[src/rtl/uart8_rx_sync_pkg.sv]
// Shared UART definitions: FSM state encodings, data width, default oversample,
// baud divider computation and the 3-sample majority vote. No latency, no backpressure.
package uart8_rx_sync_pkg;

  localparam int DATA_BITS          = 8;
  localparam int DEFAULT_OVERSAMPLE = 16;

  typedef enum logic [2:0] {
    ST_IDLE   = 3'd0,
    ST_START  = 3'd1,
    ST_DATA   = 3'd2,
    ST_PARITY = 3'd3,
    ST_STOP   = 3'd4
  } rx_state_t;

  // Oversample divider: integer truncation, never below 1.
  function automatic int calc_div(input int clock_rate, input int baud_rate, input int oversample);
    int d;
    d = clock_rate / (baud_rate * oversample);
    return (d < 1) ? 1 : d;
  endfunction

  function automatic logic maj3(input logic a, input logic b, input logic c);
    return (a & b) | (a & c) | (b & c);
  endfunction

endpackage

[src/rtl/uart8_rx_sync_if.sv]
// Receiver-side signal bundle: serial input, enable, byte handshake and error pulses.
// Pure wiring, no latency; outValid/outReady carries the byte backpressure.
interface uart8_rx_sync_if;
  logic       en;
  logic       rx;
  logic       outReady;
  logic [7:0] outData;
  logic       outValid;
  logic       busy;
  logic       frameErr;
  logic       overrun;
  logic       parityErr;

  modport master (
    input  en, rx, outReady,
    output outData, outValid, busy, frameErr, overrun, parityErr
  );

  modport slave (
    output en, rx, outReady,
    input  outData, outValid, busy, frameErr, overrun, parityErr
  );
endinterface

[src/rtl/uart8_rx_sync_tick_gen.sv]
// Oversample tick generator: free-running 0..DIV-1 counter, tick when it reads DIV-1, clearable.
// Tick is combinational from the counter register; no backpressure.
module uart_tick_gen #(
  parameter int DIV = 1
) (
  input  logic clk,
  input  logic rst,
  input  logic i_clr,
  output logic o_tick
);
  localparam int            CW   = (DIV > 1) ? $clog2(DIV) : 1;
  localparam logic [CW-1:0] LAST = CW'(DIV - 1);

  logic [CW-1:0] r_cnt;

  always_ff @(posedge clk or posedge rst) begin
    if (rst)
      r_cnt <= '0;
    else if (i_clr || r_cnt == LAST)
      r_cnt <= '0;
    else
      r_cnt <= r_cnt + CW'(1);
  end

  assign o_tick = (r_cnt == LAST);
endmodule

[src/rtl/uart8_rx_sync.sv]
// 8N1 UART receiver, 16x oversampling with 3-sample majority; optional parity via UART8_RX_PARITY_EN.
// outValid rises 1 cycle after the stop-bit eval tick; a byte completing while outValid&&!outReady is dropped (overrun).
module uart8_rx_sync
  import uart8_rx_sync_pkg::*;
#(
  parameter int CLOCK_RATE = 100000000,
  parameter int BAUD_RATE  = 9600,
  parameter int OVERSAMPLE = DEFAULT_OVERSAMPLE
) (
  input  logic             clk,
  input  logic             rst,
  uart8_rx_sync_if.master  bus
);
  localparam int             DIV     = calc_div(CLOCK_RATE, BAUD_RATE, OVERSAMPLE);
  localparam int             SCW     = $clog2(OVERSAMPLE);
  localparam logic [SCW-1:0] SC_V0   = SCW'(OVERSAMPLE / 2 - 1);
  localparam logic [SCW-1:0] SC_V1   = SCW'(OVERSAMPLE / 2);
  localparam logic [SCW-1:0] SC_EVAL = SCW'(OVERSAMPLE / 2 + 1);
  localparam logic [SCW-1:0] SC_LAST = SCW'(OVERSAMPLE - 1);

  logic                 r_rx_meta;
  logic                 r_rxS;
  rx_state_t            r_state;
  logic [SCW-1:0]       r_sc;
  logic [2:0]           r_idx;
  logic [1:0]           r_vote;
  logic [DATA_BITS-1:0] r_shift;
  logic                 r_need_high;
  logic [DATA_BITS-1:0] r_out_data;
  logic                 r_out_valid;
  logic                 r_busy;
  logic                 r_frame_err;
  logic                 r_overrun;
`ifdef UART8_RX_PARITY_EN
  logic                 r_par_bad;
  logic                 r_parity_err;
`endif

  logic w_tick;
  logic w_clr;
  logic w_maj;
  logic w_eval;
  logic w_wrap;

  always_ff @(posedge clk or posedge rst) begin
    if (rst) begin
      r_rx_meta <= 1'b1;
      r_rxS     <= 1'b1;
    end else begin
      r_rx_meta <= bus.rx;
      r_rxS     <= r_rx_meta;
    end
  end

  // A start edge is ignored until the line has gone high again after a framing error (break).
  assign w_clr  = (r_state == ST_IDLE) && bus.en && !r_rxS && !r_need_high;
  assign w_maj  = maj3(r_vote[0], r_vote[1], r_rxS);
  assign w_eval = w_tick && (r_sc == SC_EVAL);
  assign w_wrap = w_tick && (r_sc == SC_LAST);

  uart_tick_gen #(.DIV(DIV)) u_tick (
    .clk    (clk),
    .rst    (rst),
    .i_clr  (w_clr),
    .o_tick (w_tick)
  );

  always_ff @(posedge clk or posedge rst) begin
    if (rst) begin
      r_state      <= ST_IDLE;
      r_sc         <= '0;
      r_idx        <= '0;
      r_vote       <= '0;
      r_shift      <= '0;
      r_need_high  <= 1'b0;
      r_out_data   <= '0;
      r_out_valid  <= 1'b0;
      r_busy       <= 1'b0;
      r_frame_err  <= 1'b0;
      r_overrun    <= 1'b0;
`ifdef UART8_RX_PARITY_EN
      r_par_bad    <= 1'b0;
      r_parity_err <= 1'b0;
`endif
    end else begin
      r_frame_err <= 1'b0;
      r_overrun   <= 1'b0;
`ifdef UART8_RX_PARITY_EN
      r_parity_err <= 1'b0;
`endif
      if (r_out_valid && bus.outReady)
        r_out_valid <= 1'b0;
      if (r_rxS)
        r_need_high <= 1'b0;

      if (r_state != ST_IDLE && w_tick) begin
        if (r_sc == SC_V0) r_vote[0] <= r_rxS;
        if (r_sc == SC_V1) r_vote[1] <= r_rxS;
        r_sc <= (r_sc == SC_LAST) ? '0 : r_sc + SCW'(1);
      end

      if (!bus.en && r_state != ST_IDLE) begin
        r_state <= ST_IDLE;
        r_busy  <= 1'b0;
      end else begin
        case (r_state)
          ST_IDLE: begin
            if (w_clr) begin
              r_state <= ST_START;
              r_busy  <= 1'b1;
              r_sc    <= '0;
              r_idx   <= '0;
            end
          end
          ST_START: begin
            if (w_eval && w_maj) begin
              r_state <= ST_IDLE;
              r_busy  <= 1'b0;
            end else if (w_wrap) begin
              r_state <= ST_DATA;
            end
          end
          ST_DATA: begin
            if (w_eval)
              r_shift <= {w_maj, r_shift[DATA_BITS-1:1]};
            if (w_wrap) begin
              r_idx <= r_idx + 3'd1;
              if (r_idx == 3'(DATA_BITS - 1))
`ifdef UART8_RX_PARITY_EN
                r_state <= ST_PARITY;
`else
                r_state <= ST_STOP;
`endif
            end
          end
`ifdef UART8_RX_PARITY_EN
          ST_PARITY: begin
            if (w_eval)
              r_par_bad <= ^{r_shift, w_maj};
            if (w_wrap)
              r_state <= ST_STOP;
          end
`endif
          ST_STOP: begin
            if (w_eval) begin
              r_state <= ST_IDLE;
              r_busy  <= 1'b0;
              if (!w_maj) begin
                r_frame_err <= 1'b1;
                r_need_high <= 1'b1;
              end
`ifdef UART8_RX_PARITY_EN
              r_parity_err <= r_par_bad;
              if (w_maj && !r_par_bad) begin
`else
              if (w_maj) begin
`endif
                // A same-cycle accept frees the holding register, so load instead of overrun.
                if (!r_out_valid || bus.outReady) begin
                  r_out_data  <= r_shift;
                  r_out_valid <= 1'b1;
                end else begin
                  r_overrun <= 1'b1;
                end
              end
            end
          end
          default: begin
            r_state <= ST_IDLE;
            r_busy  <= 1'b0;
          end
        endcase
      end
    end
  end

  assign bus.outData  = r_out_data;
  assign bus.outValid = r_out_valid;
  assign bus.busy     = r_busy;
  assign bus.frameErr = r_frame_err;
  assign bus.overrun  = r_overrun;
`ifdef UART8_RX_PARITY_EN
  assign bus.parityErr = r_parity_err;
`else
  assign bus.parityErr = 1'b0;
`endif
endmodule
[src/flat_wrapper.sv]
// flat-port wrapper written by rule: the top's interface ports become plain ports
module uart8_rx_sync_flat import uart8_rx_sync_pkg::*;
#(
  parameter int CLOCK_RATE = 100000000,
  parameter int BAUD_RATE  = 9600,
  parameter int OVERSAMPLE = DEFAULT_OVERSAMPLE
)
  (clk, rst, bus_en, bus_rx, bus_outReady, bus_outData, bus_outValid, bus_busy, bus_frameErr, bus_overrun, bus_parityErr);
  uart8_rx_sync_if bus_i ();
  input  logic clk;
  input  logic rst;
  input wire logic [$bits(bus_i.en)-1:0] bus_en;
  input wire logic [$bits(bus_i.rx)-1:0] bus_rx;
  input wire logic [$bits(bus_i.outReady)-1:0] bus_outReady;
  output wire logic [$bits(bus_i.outData)-1:0] bus_outData;
  output wire logic [$bits(bus_i.outValid)-1:0] bus_outValid;
  output wire logic [$bits(bus_i.busy)-1:0] bus_busy;
  output wire logic [$bits(bus_i.frameErr)-1:0] bus_frameErr;
  output wire logic [$bits(bus_i.overrun)-1:0] bus_overrun;
  output wire logic [$bits(bus_i.parityErr)-1:0] bus_parityErr;
  assign bus_i.en = bus_en;
  assign bus_i.rx = bus_rx;
  assign bus_i.outReady = bus_outReady;
  assign bus_outData = bus_i.outData;
  assign bus_outValid = bus_i.outValid;
  assign bus_busy = bus_i.busy;
  assign bus_frameErr = bus_i.frameErr;
  assign bus_overrun = bus_i.overrun;
  assign bus_parityErr = bus_i.parityErr;
  uart8_rx_sync #(.CLOCK_RATE(CLOCK_RATE), .BAUD_RATE(BAUD_RATE), .OVERSAMPLE(OVERSAMPLE)) u_core (.clk(clk), .rst(rst), .bus(bus_i));
endmodule
[config.mk]
export PLATFORM = sky130hd
export DESIGN_NAME = uart8_rx_sync_flat
export DESIGN_NICKNAME = d
export VERILOG_FILES = /design/src/rtl/uart8_rx_sync_pkg.sv /design/src/rtl/uart8_rx_sync_if.sv /design/src/rtl/uart8_rx_sync_tick_gen.sv /design/src/rtl/uart8_rx_sync.sv /design/src/flat_wrapper.sv
export SDC_FILE = /design/constraint.sdc
export NUM_CORES = 1
export LEC_CHECK = 0
export ABC_AREA = 1
export ABC_CLOCK_PERIOD_IN_PS = 1720
export BUFFER_PORTS_ARGS = -buffer_cell sky130_fd_sc_hd__clkbuf_2
export CORE_MARGIN = 5
export CORE_UTILIZATION = 56
export CTS_BUF_LIST = sky130_fd_sc_hd__clkbuf_4 sky130_fd_sc_hd__clkbuf_8
export DETAILED_ROUTE_END_ITERATION = 6
export HOLD_SLACK_MARGIN = 0.03
export PLACE_DENSITY = 0.78
export SLEW_MARGIN = 5
export SYNTH_ARGS = -nofsm -noshare
export SYNTH_HDL_FRONTEND = slang
export SYNTH_HIERARCHICAL = 1
export SYNTH_SLANG_ARGS = --single-unit
[constraint.sdc]
create_clock -name clk -period 1.72 [get_ports clk]
set_input_delay 0.172 -clock clk [delete_from_list [all_inputs] [get_ports clk]]
set_output_delay 0.172 -clock clk [all_outputs]
set_load 0.02 [all_outputs]
* Yosys cells after proc, flatten, opt, wreduce, memory -nomap -nowiden
Cells that the tools add are included.
** Word-level totals
- Flip-flop bits (word level) :: 45
- Latch bits :: 0
- Memory bits (writable) :: 0
- Memory bits (read-only) :: 0
- Output and inout bits :: 13
- Word-level logic and storage cells :: 109
- Memories kept :: 0
** Operators by class
- Add/subtract/negate cells :: 3
- Multiply operators :: 0
- Divide/modulo/power cells :: 0
- Order comparisons :: 0
- Equal/unequal tests :: 18
- Shift operators :: 0
- Muxes and demuxes :: 42
- Bitwise gates (word level) :: 6
- Reduce and logical (&&, ||, !) cells :: 25
** Operator list (count)
- $mux W3 :: 9
- $mux W1 :: 24
- $mux W4 :: 5
- $eq A4 B4 Y1 const B :: 3
- $ne A3 B1 Y1 const B :: 4
- $pmux W3 S4 :: 1
- $add A10 B1 Y10 const B :: 1
- $eq A10 B10 Y1 const B :: 1
- $mux W10 :: 1
- $reduce_and A5 Y1 :: 2
- $logic_and A1 B1 Y1 :: 9
- $reduce_and A4 Y1 :: 2
- $eq A3 B3 Y1 const B :: 2
- $pmux W3 S2 :: 1
- $add A4 B1 Y4 const B :: 1
- $eq A4 B3 Y1 const B :: 1
- $logic_not A1 Y1 :: 4
- $ne A2 B1 Y1 const B :: 2
- $ne A4 B1 Y1 const B :: 1
- $pmux W1 S4 :: 1
- $reduce_and A2 Y1 :: 2
- $add A3 B1 Y3 const B :: 1
- $and A1 B1 Y1 :: 3
- $eq A3 B1 Y1 const B :: 1
- 10 further kinds :: 12

* Longest topological paths before layout
Gate-level depths: netlist of the first run.
- Word-level depth :: 7
- Mapped depth :: 15
- Gate-level depth less buffers :: 15

* Cells and area by module
Netlist of the first run, hierarchy kept.
** By module, submodules not included
- uart8_rx_sync :: instances 1, cells each 191, area each 1682.9 um2, seq. area each 878.3 um2
- uart_tick_gen :: instances 1, cells each 77, area each 585.6 um2, seq. area each 250.2 um2

* Worst setup path before layout of the first run
OpenSTA, ideal clock, no wires.
- Kind :: flip-flop to flip-flop
- Start :: register u_core.u_tick.r_cnt[0]
- End :: register u_core.r_out_data[7], in the netlist u_core/bus.outData[7]
- Setup time :: 117 ps
- Arrival :: 1643 ps
- Data required time :: 1603 ps
- Slack :: -40 ps
- Stages on the path, launching flop included :: 13
- Path buffers :: 1
- Cells stage by stage :: dfrtp_1 > inv_1 > ha_1 > nand2_1 > nor2_1 > nand3_2 > inv_1 > nand4_4 > nor2_4 > nand3_4 > buf_6 > nand2_2 > o21ai_2
** On the way
- Cells in the longest elaborated chain, start to end :: 3
** RTL lines
- start: declaration :: RTL line uart8_rx_sync_tick_gen.sv:14 : logic [CW-1:0] r_cnt;
- start signal: assignment :: RTL line uart8_rx_sync_tick_gen.sv:22 : r_cnt <= r_cnt + CW'(1);
- $eq A10 B10 Y1 :: RTL line uart8_rx_sync_tick_gen.sv:25 : assign o_tick = (r_cnt == LAST);
- named net u_core.w_tick :: RTL line uart8_rx_sync.sv:39 : logic w_tick;
- $logic_and A1 B1 Y1 :: RTL line uart8_rx_sync.sv:58 : assign w_eval = w_tick && (r_sc == SC_EVAL);
- $reduce_and A5 Y1 (no source line)
- end signal: assignment :: RTL line uart8_rx_sync.sv:160 : r_out_data <= r_shift;
- end: declaration :: RTL line uart8_rx_sync.sv:29 : logic [DATA_BITS-1:0] r_out_data;
The timed path passes the listed nets, and every way through them passes these cells.
A chain may end at the register's enable or synchronous reset.

* Final worst setup path of the first run
- Start :: register u_core.u_tick.r_cnt[0]
- End :: register u_core.r_need_high
** On the way
- Cells in the longest elaborated chain, start to end :: 5
** RTL lines
- $eq A10 B10 Y1 :: RTL line uart8_rx_sync_tick_gen.sv:25
- named net u_core.w_tick :: RTL line uart8_rx_sync.sv:39
- $logic_and A1 B1 Y1 :: RTL line uart8_rx_sync.sv:58
- $mux W1 :: RTL line uart8_rx_sync.sv:145 : if (w_eval) begin
- $mux W1 :: RTL line uart8_rx_sync.sv:106 : case (r_state)
- $mux W1 :: RTL line uart8_rx_sync.sv:102 : if (!bus.en && r_state != ST_IDLE) begin
- end signal: assignment :: RTL line uart8_rx_sync.sv:75 : r_need_high <= 1'b0;
- end signal: assignment :: RTL line uart8_rx_sync.sv:94 : r_need_high <= 1'b0;
- end signal: assignment :: RTL line uart8_rx_sync.sv:150 : r_need_high <= 1'b1;
- end: declaration :: RTL line uart8_rx_sync.sv:28 : logic r_need_high;
The timed path passes the listed nets, and every way through them passes these cells.

==> qor.txt, run 1 <==
Row count: 23
Num CTS Buffers: 5
Sequential Area: 1130 um2
PwrDens: 1070 nW/um2
Final Cycle Share: 103%
Global routing usage on met3: 3.69%
Number of diodes: 0
PnR worst setup slack: -0.0593 ns
CTS tree: built
Setup crit start kind: flop
Post-synthesis sequential area ratio: 49.8%
Die ar.: 5420 um2
Synth Area in Compound Gates: 7.78%
Residual DRC: 0
Final min period: 1.78 ns
Post-synthesis adder-cell area fraction: 3.86%
GRT Total Usage: 18.8%
Asr flop ratio synth: 100%
Fill cells: 337
Initial antenna violation count: 0
Synth top area share: 47.4%
Final #Nets: 320
Footprint of the multi-input gates: 1030 um2
Final instance area: 2760 um2
Met2 Track Usage GR: 33.2%
Worst-Skew Late Latency: 0.30 ns
YS warnings: 6
CTS Sinks: 45
Failing checks: negative setup slack
DRT Pass-1 Iters: 4
Hold Vio Cnt, Final: 0
Pin count of the biggest net entering global routing: 36
CP Data Required Time: 1.94 ns
Clock Skews: 0.00855 ns
Iteration-0 DRC count of the detailed router: 111
Avg Vias per Cell: 4.97
Port Buffers: 16
Min-Delay Path Class: input pin to flop
Post-Place Cell Area: 2470 um2
Cell with the most instances after synthesis: nand2_1
DRT Wirelength: 4610 um
Worst-path clk slew: 0.09 ns
Crit. End Element: flop
Simple-Gate Fraction of Synth Area: 28.9%
Die height: 73.6 um
Worst IR Drop VDD: 0.634 mV
Avg Cell Area, Syn: 8.46 um2
Synth Instances: 268
Total grt overflow: 0
Clk buf depth: 2
Vias: 1783
Post-synthesis mux area share: 0%
Flops & latches, synth: 45
Clk root buf: clkbuf_8
Final setup vio count: 17
Max Cap Violations: 0
Global-route wire length before repair: 7820 um
Dominant cells by area after synthesis: dfrtp_1 (47%), nand2_1 (12%), inv_1 (5.6%)
Post-Syn Area: 2270 um2
Wire length per cell: 12.8 um
RSZ-0062 raised after global routing: yes
Status: complete, but fails checks
Antenna Nets Post-Route: 0
Critical path fanouts, max: 4
Max Freq: 562 MHz
Leak: 1.40 nW
Worst Path Arrival: 2.00 ns
Core box area: 3970 um2
Synthesized-area fraction occupied by xor and xnor cells: 1.54%
Smallest hold slack: 0.288 ns
Starting density of the core: 57.1%
Synth cell count leaders: nand2_1 (73), dfrtp_1 (43), inv_1 (34), nor2_1 (29), o21ai_1 (13)
Layout cells sized above 1: 29.4%
Most crowded layer after global routing: met2
Fin Setup TNS: -0.520 ns
GPL Wtd Cong: 0.834
Synth cell types: 33
Area grow syn2layout: 21.5%
Cell taking the most area after synthesis: dfrtp_1
I/O pin cnt: 18
DP HPWL: 3060 um
H-tree depth: 2
Largest family of logic cells by synthesized area: simple AND/OR/NAND/NOR gates
EDFF count, synth: 0
Vias in the first global route: 1774
Post-synth top flop: dfrtp_1
M1 GR Usage: 23.3%
Final core utilization: 69.4%
Die X: 73.6 um
Max Slew Vio Count: 0
Critical path class: flop to flop
Synthesized Nets: 280
[kinds of logic (layout without fill, tap and decap cells)]
group	after synthesis	in the layout
AOI/OAI and AO/OA	29	29
xor gates and xnor gates	4	4
adders and majority gates	7	7
buffers and inverters	44	84
DFF	45	45
other	1	1
and+or+nand+nor	138	139
[where the power goes]
group	internal (W)	total, W	switching, W
registers	0.00116	0.00123	0.0000751
clock network	0.000577	0.000929	0.000352
logic	0.000316	0.000773	0.000457
[sequential cells by signal, summed over array words and instances (netlist names)]
signal               count
u_core/bus.outData       8
u_core/r_need_high       1
u_core/bus.outValid      1
u_core/r_shift           8
u_core/r_idx             3
u_core/bus.busy          1
u_core/r_sc              4
u_core/r_rxS             1
u_core/bus.frameErr      1
u_core/u_tick/r_cnt     10
u_core/r_state           3
u_core/r_vote            2
u_core/bus.overrun       1
u_core/r_rx_meta         1
[final cells by class]
cell class | instances | area share (%)
flip-flops and latches | 45 | 41.0
repair buffers | 36 | 9.13
multi-input cells | 180 | 37.2
well taps | 50 | 2.27
clock inverters | 3 | 2.36
clock buffers | 5 | 2.50
inverters | 40 | 5.54
[repair_timing]
| item | 4_1_cts | 5_1_grt |
|---|---|---|
| hold endpoints to repair | 44 | 0 |
| setup endpoints to repair | 14 | 27 |
| gates cloned | 1 | 0 |
| hold buffers | 2 | 0 |
| pin swaps | 4 | 9 |
| resized for setup | 11 | 11 |
| buffers inserted | 2 | 5 |
[metal layers]
layer	wire, um	up-vias	part of all wire, %
li1	-	913	-
met5	0	-	0
met3	176	5	3.8
met1	1990	837	43
met4	52	0	1.1
met2	2390	28	52
[worst max-delay path, stage by stage (launching register included)]
cell     delay, ns
dfrtp_1       0.39
inv_1         0.06
ha_1          0.13
nand2_1       0.06
nor2_2        0.11
nand3_2       0.11
inv_2         0.12
nand4_4       0.11
nor2_4        0.23
buf_4         0.16
buf_6         0.08
inv_2         0.03
o21ai_1       0.12
[layout by cell type, fill, tap and decap left out, types with 5 or more instances in the layout]
| master | n |
|---|---|
| clkbuf_2 | 16 |
| nor2_1 | 25 |
| dfrtp_1 | 43 |
| nand3_2 | 5 |
| nor2_2 | 5 |
| ha_1 | 7 |
| a21oi_1 | 5 |
| buf_4 | 16 |
| nand2_2 | 11 |
| nand3_1 | 7 |
| nand2_1 | 66 |
| o21ai_2 | 5 |
| inv_2 | 7 |
| o21ai_1 | 13 |
| inv_1 | 32 |
| clkbuf_8 | 5 |
[final timing paths]
path | from | to | slack, ns | cells after the start
setup / recovery | u_core/u_tick/r_cnt[0] | u_core/r_need_high | -0.06 | 12
hold / removal | bus_outReady | u_core/bus.overrun | 0.29 | 4
setup reg to reg | u_core/u_tick/r_cnt[0] | u_core/r_need_high | -0.06 | 12
hold reg to reg | u_core/r_rx_meta | u_core/r_rxS | 0.36 | 0
max in group asynchronous | rst | u_core/r_rxS | 0.87 | 4
min in group asynchronous | rst | u_core/u_tick/r_cnt[2] | 0.40 | 3
[through the flow]
step | setup slack (ns) | power [W] | std cells
floorplan | 0.0218 | 0.00169 | 268
global placement | -0.0365 | 0.00188 | 341
detailed placement | -0.115 | 0.00190 | 341
CTS | -0.0266 | 0.00287 | 354
global route | -0.163 | 0.00311 | 359
finish | -0.0593 | 0.00294 | 359
Note: power is estimated with default switching activity, not from simulation.
==> run 2, diff against run 1 <==
--- a/config.mk
+++ b/config.mk
@@ -8,7 +8,7 @@
 export ABC_AREA = 1
 export ABC_CLOCK_PERIOD_IN_PS = 1720
 export BUFFER_PORTS_ARGS = -buffer_cell sky130_fd_sc_hd__clkbuf_2
-export CORE_MARGIN = 5
+export CORE_MARGIN = 2
 export CORE_UTILIZATION = 56
 export CTS_BUF_LIST = sky130_fd_sc_hd__clkbuf_4 sky130_fd_sc_hd__clkbuf_8
 export DETAILED_ROUTE_END_ITERATION = 6
==> run 2 against run 1 <==
Largest cell class unchanged; the flow still finishes with violations (negative setup slack); non-clock buffer count is 4 lower; highest routed layer unchanged; critical endpoint is now u_core/r_state[1]; worst hold slack worse by 0.0079 ns; clock-buffer cell count stayed put.
==> qor.txt, run 2 (same netlist as run 1, synthesis figures left out) <==
Fill cells: 302
DRT Pass-1 Iters: 4
Num CTS Buffers: 5
GRT Total Usage: 21.5%
Crit Reg-Reg Endpoint: u_core/r_state[1]
Cell Chain, Critical Path: inv_1 -> ha_1 -> nand2_1 -> nor2_2 -> nand3_2 -> inv_2 -> nand4_4 -> nand2_1 -> nand2_1 -> nor2_2 -> nand2_1 -> nand2_1 -> nand2_1
Row count: 23
Critical path fanouts, max: 4
Max Freq: 576 MHz
Clk buf depth: 2
Largest register FFs: 10
Final min period: 1.74 ns
Status: complete, but fails checks
Clock Skews: 0.00917 ns
GPL Wtd Cong: 0.832
PwrDens: 1020 nW/um2
Setup crit start kind: flop
Wire length per cell: 12.2 um
Leak: 1.37 nW
Die height: 67.6 um
DRT Wirelength: 4350 um
Worst R2R Path Depth: 13
Clk root buf: clkbuf_8
PnR worst setup slack: -0.0151 ns
Failing checks: negative setup slack
Setup crit end: u_core/r_state[1]
Avg Vias per Cell: 5.10
Iteration-0 DRC count of the detailed router: 169
Area grow syn2layout: 18.6%
Max Cap Violations: 0
Most flops, register: u_core/u_tick/r_cnt
Hold Vio Cnt, Final: 0
Core box area: 3940 um2
DP HPWL: 2860 um
Initial antenna violation count: 0
Final Cycle Share: 101%
CTS tree: built
Number of diodes: 0
Worst Path Arrival: 1.93 ns
Die ar.: 4580 um2
Global-route wire length before repair: 7190 um
Commonest non-fill, non-tap cell in the layout: nand2_1
CTS Sinks: 45
CP max-delay cell: dfrtp_1
Most frequent CP cell: nand2_1
Vias: 1810
Critical path class: flop to flop
Crit. End Element: flop
Max incr delay on CP: 0.39 ns
Total grt overflow: 0
Residual DRC: 0
Worst-Skew Late Latency: 0.30 ns
RSZ-0062 raised after global routing: yes
Port Buffers: 16
Antenna Nets Post-Route: 0
Vias in the first global route: 1668
H-tree depth: 2
R2R Setup Slk: -0.02 ns
Die X: 67.6 um
Final #Nets: 316
Worst Setup SP: u_core/u_tick/r_cnt[0]
Final setup vio count: 1
Layout cells sized above 1: 25.9%
Pin count of the biggest net entering global routing: 36
Min-Delay Path Class: input pin to flop
RR Startpoint: u_core/u_tick/r_cnt[0]
Starting density of the core: 57.5%
Worst-path clk slew: 0.09 ns
Max Slew Vio Count: 0
Final core utilization: 68.2%
Worst IR Drop VDD: 0.656 mV
Most frequent cells in the layout: nand2_1 (69), dfrtp_1 (43), inv_1 (33)
I/O pin cnt: 18
Pre-CTS WS: -0.0495 ns
Hold depth: 4
CP Data Required Time: 1.92 ns
==> run 2: where the power goes <==
group | switching, W | internal [W]
combinational | 0.000420 | 0.000267
clock | 0.000380 | 0.000435
sequential | 0.0000713 | 0.00116
==> run 2: cell type report <==
cell class              count  area (um2)  area share [%]
clock buffers               5        68.8            2.56
flip-flops and latches     45        1130            42.0
multi-input cells         180         993            36.9
inverters                  40         151            5.63
well taps                  50        62.6            2.33
repair buffers             32         239            8.88
clock inverters             3        46.3            1.72
==> run 2: critical path, delay by kind of cell (launching register included) <==
family | cells | cell delay (ns)
fa+ha+maj | 1 | 0.13
buf+inv | 2 | 0.18
flops | 1 | 0.39
simple gates | 10 | 0.93
==> run 2: how the worst min path moves through the flow <==
stage                       startpoint                endpoint
after floorplan                    rst  u_core/u_tick/r_cnt[0]
after global placement             rst  u_core/u_tick/r_cnt[2]
after detailed placement           rst  u_core/u_tick/r_cnt[2]
after CTS                 bus_outReady      u_core/bus.overrun
after global routing      bus_outReady      u_core/bus.overrun
final                     bus_outReady      u_core/bus.overrun
==> run 2: metal layers <==
layer  GRT usage [%]  vias to the layer above  wire length (um)
met5               0                        -                 0
met4            9.69                        0               100
met3            5.50                        9               115
met2            36.4                       30              2100
met1            25.5                      860              2040
li1                -                      911                 -
==> run 2: stage by stage <==
| stage | instances | cell area, um2 | power, W | hold slack, ns | TNS [ns] |
|---|---|---|---|---|---|
| finish | 355 | 2690 | 0.00273 | 0.280 | -0.0151 |
| global route | 355 | 2690 | 0.00290 | 0.284 | -1.88 |
| CTS | 354 | 2660 | 0.00274 | 0.283 | -0.117 |
| detailed placement | 342 | 2480 | 0.00190 | 0.166 | -0.345 |
| global placement | 342 | 2480 | 0.00188 | 0.163 | -0.00203 |
| floorplan | 268 | 2270 | 0.00169 | 0.0122 | 0 |
==> run 2: what timing repair did <==
item	in CTS	in global routing
buffers inserted	1	0
pin swaps	2	3
gates cloned	1	1
endpoints found under the setup margin	13	31
hold buffers	2	0
gates resized for setup	8	3
endpoints found under the hold margin	44	0
